$ cat src/rtl/divider_pkg.sv
// Shared states and constants for the serial-divider arbiter.
package divider_pkg;

  localparam int unsigned DefaultXlen = 32;

  // Divide-by-zero result, sliced to XLEN by users (XLEN <= 64).
  localparam logic [63:0] DivZeroQuot = '1;

  typedef enum logic [2:0] {
    StIdle   = 3'd0,
    StLaunch = 3'd1,
    StArm    = 3'd2,
    StWait   = 3'd3,
    StDone   = 3'd4
  } arb_state_e;

endpackage

$ cat src/rtl/rr_picker.sv
// Combinational round-robin picker: first set request at or after ptr_i, wrapping.
module rr_picker #(
  parameter int unsigned N    = 2,
  parameter int unsigned IdxW = (N > 1) ? $clog2(N) : 1
) (
  input  logic [N-1:0]    req_i,
  input  logic [IdxW-1:0] ptr_i,
  output logic [IdxW-1:0] grant_idx_o,
  output logic            any_o
);

  function automatic logic [IdxW-1:0] wrap_idx(input logic [IdxW-1:0] p, input int unsigned off);
    int unsigned s;
    s = int'(p) + off;
    if (s >= N) s = s - N;
    return IdxW'(s);
  endfunction

  // Scan from the farthest offset down so the nearest request wins.
  always_comb begin
    grant_idx_o = ptr_i;
    any_o       = |req_i;
    for (int i = int'(N) - 1; i >= 0; i--) begin
      if (req_i[wrap_idx(ptr_i, unsigned'(i))]) grant_idx_o = wrap_idx(ptr_i, unsigned'(i));
    end
  end

endmodule

$ cat src/rtl/divider_arbiter.sv
// Round-robin sequencer sharing one serial divider between NREQ requesters,
// with local resolution of divisors 0/1 and a WAIT timeout.
module divider_arbiter
  import divider_pkg::*;
#(
  parameter int unsigned NREQ    = 2,
  parameter int unsigned XLEN    = DefaultXlen,
  parameter int unsigned TIMEOUT = 64,
  localparam int unsigned IdxW   = (NREQ > 1) ? $clog2(NREQ) : 1
) (
  input  logic                 clk_i,
  input  logic                 reset_i,
  input  logic [NREQ-1:0]      req_i,
  input  logic [NREQ*XLEN-1:0] dividend_i,
  input  logic [NREQ*XLEN-1:0] divisor_i,
  output logic [NREQ-1:0]      done_o,
  output logic [XLEN-1:0]      quotient_o,
  output logic                 err_o,
  output logic                 busy_o,
  output logic [IdxW-1:0]      owner_o,
  output logic                 div_start_o,
  output logic [XLEN-1:0]      div_dividend_o,
  output logic [XLEN-1:0]      div_divisor_o,
  input  logic                 div_fini_i,
  input  logic [XLEN-1:0]      div_quotient_i
);

  localparam int unsigned CntW = $clog2(TIMEOUT);

  arb_state_e      r_state;
  logic [IdxW-1:0] r_ptr;
  logic [IdxW-1:0] r_owner;
  logic [NREQ-1:0] r_done;
  logic [XLEN-1:0] r_quot;
  logic            r_err;
  logic            r_busy;
  logic            r_start;
  logic [XLEN-1:0] r_dvd;
  logic [XLEN-1:0] r_dvs;
  logic [CntW-1:0] r_cnt;

  logic [IdxW-1:0] w_grant;
  logic            w_any;
  logic [XLEN-1:0] w_dvd;
  logic [XLEN-1:0] w_dvs;

  rr_picker #(
    .N    (NREQ),
    .IdxW (IdxW)
  ) u_rr_picker (
    .req_i       (req_i),
    .ptr_i       (r_ptr),
    .grant_idx_o (w_grant),
    .any_o       (w_any)
  );

  assign w_dvd = dividend_i[w_grant*XLEN +: XLEN];
  assign w_dvs = divisor_i[w_grant*XLEN +: XLEN];

  always_ff @(posedge clk_i or posedge reset_i) begin
    if (reset_i) begin
      r_state <= StIdle;
      r_ptr   <= '0;
      r_owner <= '0;
      r_done  <= '0;
      r_quot  <= '0;
      r_err   <= 1'b0;
      r_busy  <= 1'b0;
      r_start <= 1'b0;
      r_dvd   <= '0;
      r_dvs   <= '0;
      r_cnt   <= '0;
    end else begin
      r_start <= 1'b0;
      r_done  <= '0;
      unique case (r_state)
        StIdle: begin
          if (w_any) begin
            r_owner <= w_grant;
            r_dvd   <= w_dvd;
            r_dvs   <= w_dvs;
            r_busy  <= 1'b1;
            // The divider never finishes for divisors 0/1, so answer locally.
            if (w_dvs < XLEN'(2)) begin
              r_quot  <= (w_dvs == '0) ? DivZeroQuot[XLEN-1:0] : w_dvd;
              r_err   <= (w_dvs == '0);
              r_state <= StDone;
            end else begin
              r_start <= 1'b1;
              r_state <= StLaunch;
            end
          end
        end
        StLaunch: r_state <= StArm;
        StArm: begin
          r_cnt   <= '0;
          r_state <= StWait;
        end
        StWait: begin
          if (div_fini_i) begin
            r_quot  <= div_quotient_i;
            r_err   <= 1'b0;
            r_state <= StDone;
          end else if (r_cnt == CntW'(TIMEOUT - 1)) begin
            r_quot  <= '0;
            r_err   <= 1'b1;
            r_state <= StDone;
          end else begin
            r_cnt <= r_cnt + 1'b1;
          end
        end
        StDone: begin
          r_done[r_owner] <= 1'b1;
          r_ptr   <= (r_owner == IdxW'(NREQ - 1)) ? '0 : r_owner + 1'b1;
          r_busy  <= 1'b0;
          r_state <= StIdle;
        end
        default: r_state <= StIdle;
      endcase
    end
  end

  assign done_o         = r_done;
  assign quotient_o     = r_quot;
  assign err_o          = r_err;
  assign busy_o         = r_busy;
  assign owner_o        = r_owner;
  assign div_start_o    = r_start;
  assign div_dividend_o = r_dvd;
  assign div_divisor_o  = r_dvs;

endmodule

$ cat config.mk
export PLATFORM = sky130hd
export DESIGN_NAME = divider_arbiter
export DESIGN_NICKNAME = d
export VERILOG_FILES = /design/src/rtl/divider_pkg.sv /design/src/rtl/rr_picker.sv /design/src/rtl/divider_arbiter.sv
export SDC_FILE = /design/constraint.sdc
export NUM_CORES = 1
export LEC_CHECK = 0
export CAP_MARGIN = 20
export CORE_AREA = 3 3 124 126
export DETAILED_ROUTE_END_ITERATION = 10
export DIE_AREA = 0 0 127 129
export PLACE_DENSITY = 0.78
export SLEW_MARGIN = 20
export SYNTH_ARGS = -nofsm -noshare
export SYNTH_HDL_FRONTEND = slang
export SYNTH_SLANG_ARGS = --single-unit
$ cat constraint.sdc
create_clock -name clk_i -period 3.9 [get_ports clk_i]
set_input_delay 1.17 -clock clk_i [delete_from_list [all_inputs] [get_ports clk_i]]
set_output_delay 1.17 -clock clk_i [all_outputs]
set_load 0.02 [all_outputs]
==> reports/qor.csv <==
stage,metric,value,unit
detailed_routing,drt drc,0,
synthesis,post-synthesis simple-gate area fraction,10.2,%
timing,final setup fails,0,
global_route,global-route wire length before repair,28300,um
synthesis,post-synthesis mux area share,12.2,%
clock_tree,CTS sink count,112,
hold_path,Tightest Hold Check Type,reg -> reg,
run,max_cap viols,0,
placement,GP Congestion,0.903,
detailed_routing,DR iter-0 viols,250,
timing,final worst path period need,3.24,ns
timing,Hold Fails Final Rpt,0,
timing,fin crit share,83.1,%
power,P_leak,3.60,nW
finish,fin nets,943,
global_route,initial antenna violation count,0,
worst_setup_path,CP Launch Type,primary input,
clock_tree,worst-skew pair later-pin latency,0.34,ns
detailed_routing,Final ANT Viol Nets,0,
synthesis,compound-cell area share of the yosys netlist,20.6,%
floorplanning,die area,0.0164,mm2
floorplanning,Starting Density,36.9,%
synthesis,post-synthesis instance area,0.00533,mm2
finish,"non-filler cells, final",966,
worst_setup_path,CP Class,in -> reg,
detailed_routing,routed vias,5100,
synthesis,Synth Area in Adders,0.446,%
timing,Max-slew headroom,43.0,%
finish,layout cell share with drive strength beyond 1,4.99,%
timing,Final Skew,0.00704,ns
worst_setup_path,Critical Path Fanout Max,32,
synthesis,largest family of logic cells by synthesized area,compound AO/OA/AOI/OAI gates,
timing,f_max,0.308,GHz
timing,Max Slew Vio Count,0,
finish,Layout Utilization,58.9,%
power,P per Cell Area,749,mW/mm2
synthesis,register area share after synthesis,52.6,%
detailed_routing,per-cell routed wire length,18.7,um
global_route,vias in the first global route,5273,
clock_tree,H-tree depth reported by CTS,3,
clock_tree,setup bufs post-CTS,0,
finish,final non-filler cell area,0.00849,mm2
placement,Post-DP HPWL,14000,um
clock_tree,clk slew on worst S/H paths,0.07,ns
detailed_routing,DRT Pass-1 Iters,4,
detailed_routing,"wirelength, routed",18100,um
timing,total negative setup slack,0,ns
finish,Layout area overhead,59.4,%
power,VDD IR-drop max,365,uV
synthesis,"FF+latch count, synth",112,
floorplanning,Ports,267,
placement,# port buffers,266,
global_route,Overflow after GRT,0,
synthesis,XOR/XNOR Fraction of Synth Area,0,%
worst_setup_path,Critical Path End Type,flop,
clock_tree,CTS tree,yes,
synthesis,Synth warnings,0,
clock_tree,clk root buf,clkbuf_16,
worst_setup_path,"Req. time, crit path",4.13,ns
timing,Least-Margin Pin Slew,0.852,ns
global_route,largest net degree at the start of global routing,93,
placement,Placed Cells,950,
clock_tree,Post-CTS Resized,0,
timing,unrepaired setup endpoints after global routing,no,
global_route,total track usage,22.1,%
synthesis,Post-Synthesis Cells,526,
floorplanning,Die Width,127,um
status,run status,"finished, final reports clean",
floorplanning,# rows,44,
placement,placement-stage cell area,0.00819,mm2
power,Power Total,6.36,mW
synthesis,number of unique standard cell types used by synthesis,31,
floorplanning,Core Region,0.0144,mm2
floorplanning,DIE HEIGHT,129,um
synthesis,Mapped Nets,692,
clock_tree,Post-CTS Hold Buffers,0,
detailed_routing,Via density,5.28,
finish,n_diodes,0,
clock_tree,clock buffers created by TritonCTS,9,
synthesis,Avg Inst Size Synth,10.1,um2
clock_tree,Max clock buf depth,2,
worst_setup_path,CP arrival,3.47,ns
critical path: stages:
cell,delay [ns]
clkdlybuf4s50_1,0.44
nor4_1,0.53
nand3_1,0.13
or3_4,0.40
a22oi_4,0.24
a21oi_4,0.25
o22a_1,0.29
cells in the final DEF, fill, tap and decap left out, drive strengths merged, types with 2 or more instances in the layout:
master	instances
clkdlybuf4s50	266
dfrtp	112
nand2	74
o21ai	67
a21oi	67
mux2i	64
o22a	32
buf	15
clkbuf	14
nor4	11
nor2	10
nor3	8
a22o	6
a21o	5
nand3	3
and3	3
nand4	3
or4	3
o21a	3
inv	2
clkinv	2
nand2b	2
stage by stage:
stage          setup WS, ns  hold WS [ns]
2_1_floorplan          1.16         0.458
3_3_place_gp          0.305         0.462
3_5_place_dp          0.253         0.469
4_1_cts               0.617         0.485
5_1_grt               0.582         0.500
6_report              0.658         0.483
flip-flops by register name, indices dropped and copies added, names as in the netlist:
register	count
r_state	3
div_start_o	1
quotient_o	32
r_cnt	6
busy_o	1
done_o	2
owner_o	1
r_ptr	1
err_o	1
div_divisor_o	32
div_dividend_o	32
layout make-up:
| cell class | count | area (um2) |
|---|---|---|
| fillers | 1211 | 5930 |
| flip-flops and latches | 112 | 2800 |
| repair buffers | 281 | 2800 |
| multi-input cells | 370 | 2340 |
| clock buffers | 14 | 294 |
| well taps | 184 | 230 |
| inverters | 3 | 15.0 |
| clock inverters | 2 | 10.0 |
layer usage:
layer | GRT usage, % | routed length [um]
met1 | 26.7 | 7090
met2 | 36.6 | 8680
met3 | 6.97 | 1850
met4 | 9.21 | 487
met5 | 0 | 0
report_power, final:
part	switching (mW)	total [mW]	internal, mW
Sequential	0.337	2.04	1.70
Clock	0.401	0.920	0.519
Combinational	1.80	3.40	1.60
Yosys cell counts, drive strengths merged:
cell | n | share of area (%)
a22o | 6 | 0.99
or4 | 3 | 0.42
o221a | 1 | 0.21
or3 | 1 | 0.21
nand2b | 2 | 0.23
nand4 | 3 | 0.35
mux2i | 64 | 12
mux2 | 1 | 0.21
o21a | 3 | 0.42
nand4b | 1 | 0.16
nand3 | 3 | 0.28
inv | 3 | 0.21
nand2 | 74 | 5.2
clkbuf | 25 | 1.8
nand3b | 1 | 0.14
buf | 16 | 1.9
o22a | 32 | 5.3
a21oi | 67 | 6.3
and3 | 3 | 0.35
o21ai | 67 | 6.3
dfrtp | 112 | 53
a22oi | 1 | 0.40
a21o | 5 | 0.70
nor3 | 8 | 0.75
nor2 | 10 | 0.70
maj3 | 1 | 0.21
nor4 | 11 | 1.3
and2 | 1 | 0.12
ha | 1 | 0.23
cells by family (layout without fill, tap and decap cells):
| logic type | after synthesis | in the layout |
|---|---|---|
| AOI/OAI and AO/OA | 182 | 182 |
| and+or+nand+nor | 121 | 121 |
| DFF | 112 | 112 |
| muxes | 65 | 65 |
| buffers and inverters | 44 | 300 |
| adders and majority gates | 2 | 2 |
worst paths after layout:
path | to | startpoint | slack, ns | cells after the start
worst max-delay path | quotient_o[31] | divisor_i[23] | 0.66 | 7
worst min-delay path | div_dividend_o[29] | div_dividend_o[29] | 0.48 | 2
worst max register to register | quotient_o[31] | r_state[0] | 1.52 | 4
worst min register to register | div_dividend_o[29] | div_dividend_o[29] | 0.48 | 2
max in group asynchronous | div_divisor_o[26] | reset_i | 1.95 | 3
min in group asynchronous | div_divisor_o[23] | reset_i | 1.23 | 2
No activity file was read; power rests on OpenSTA's default activity.
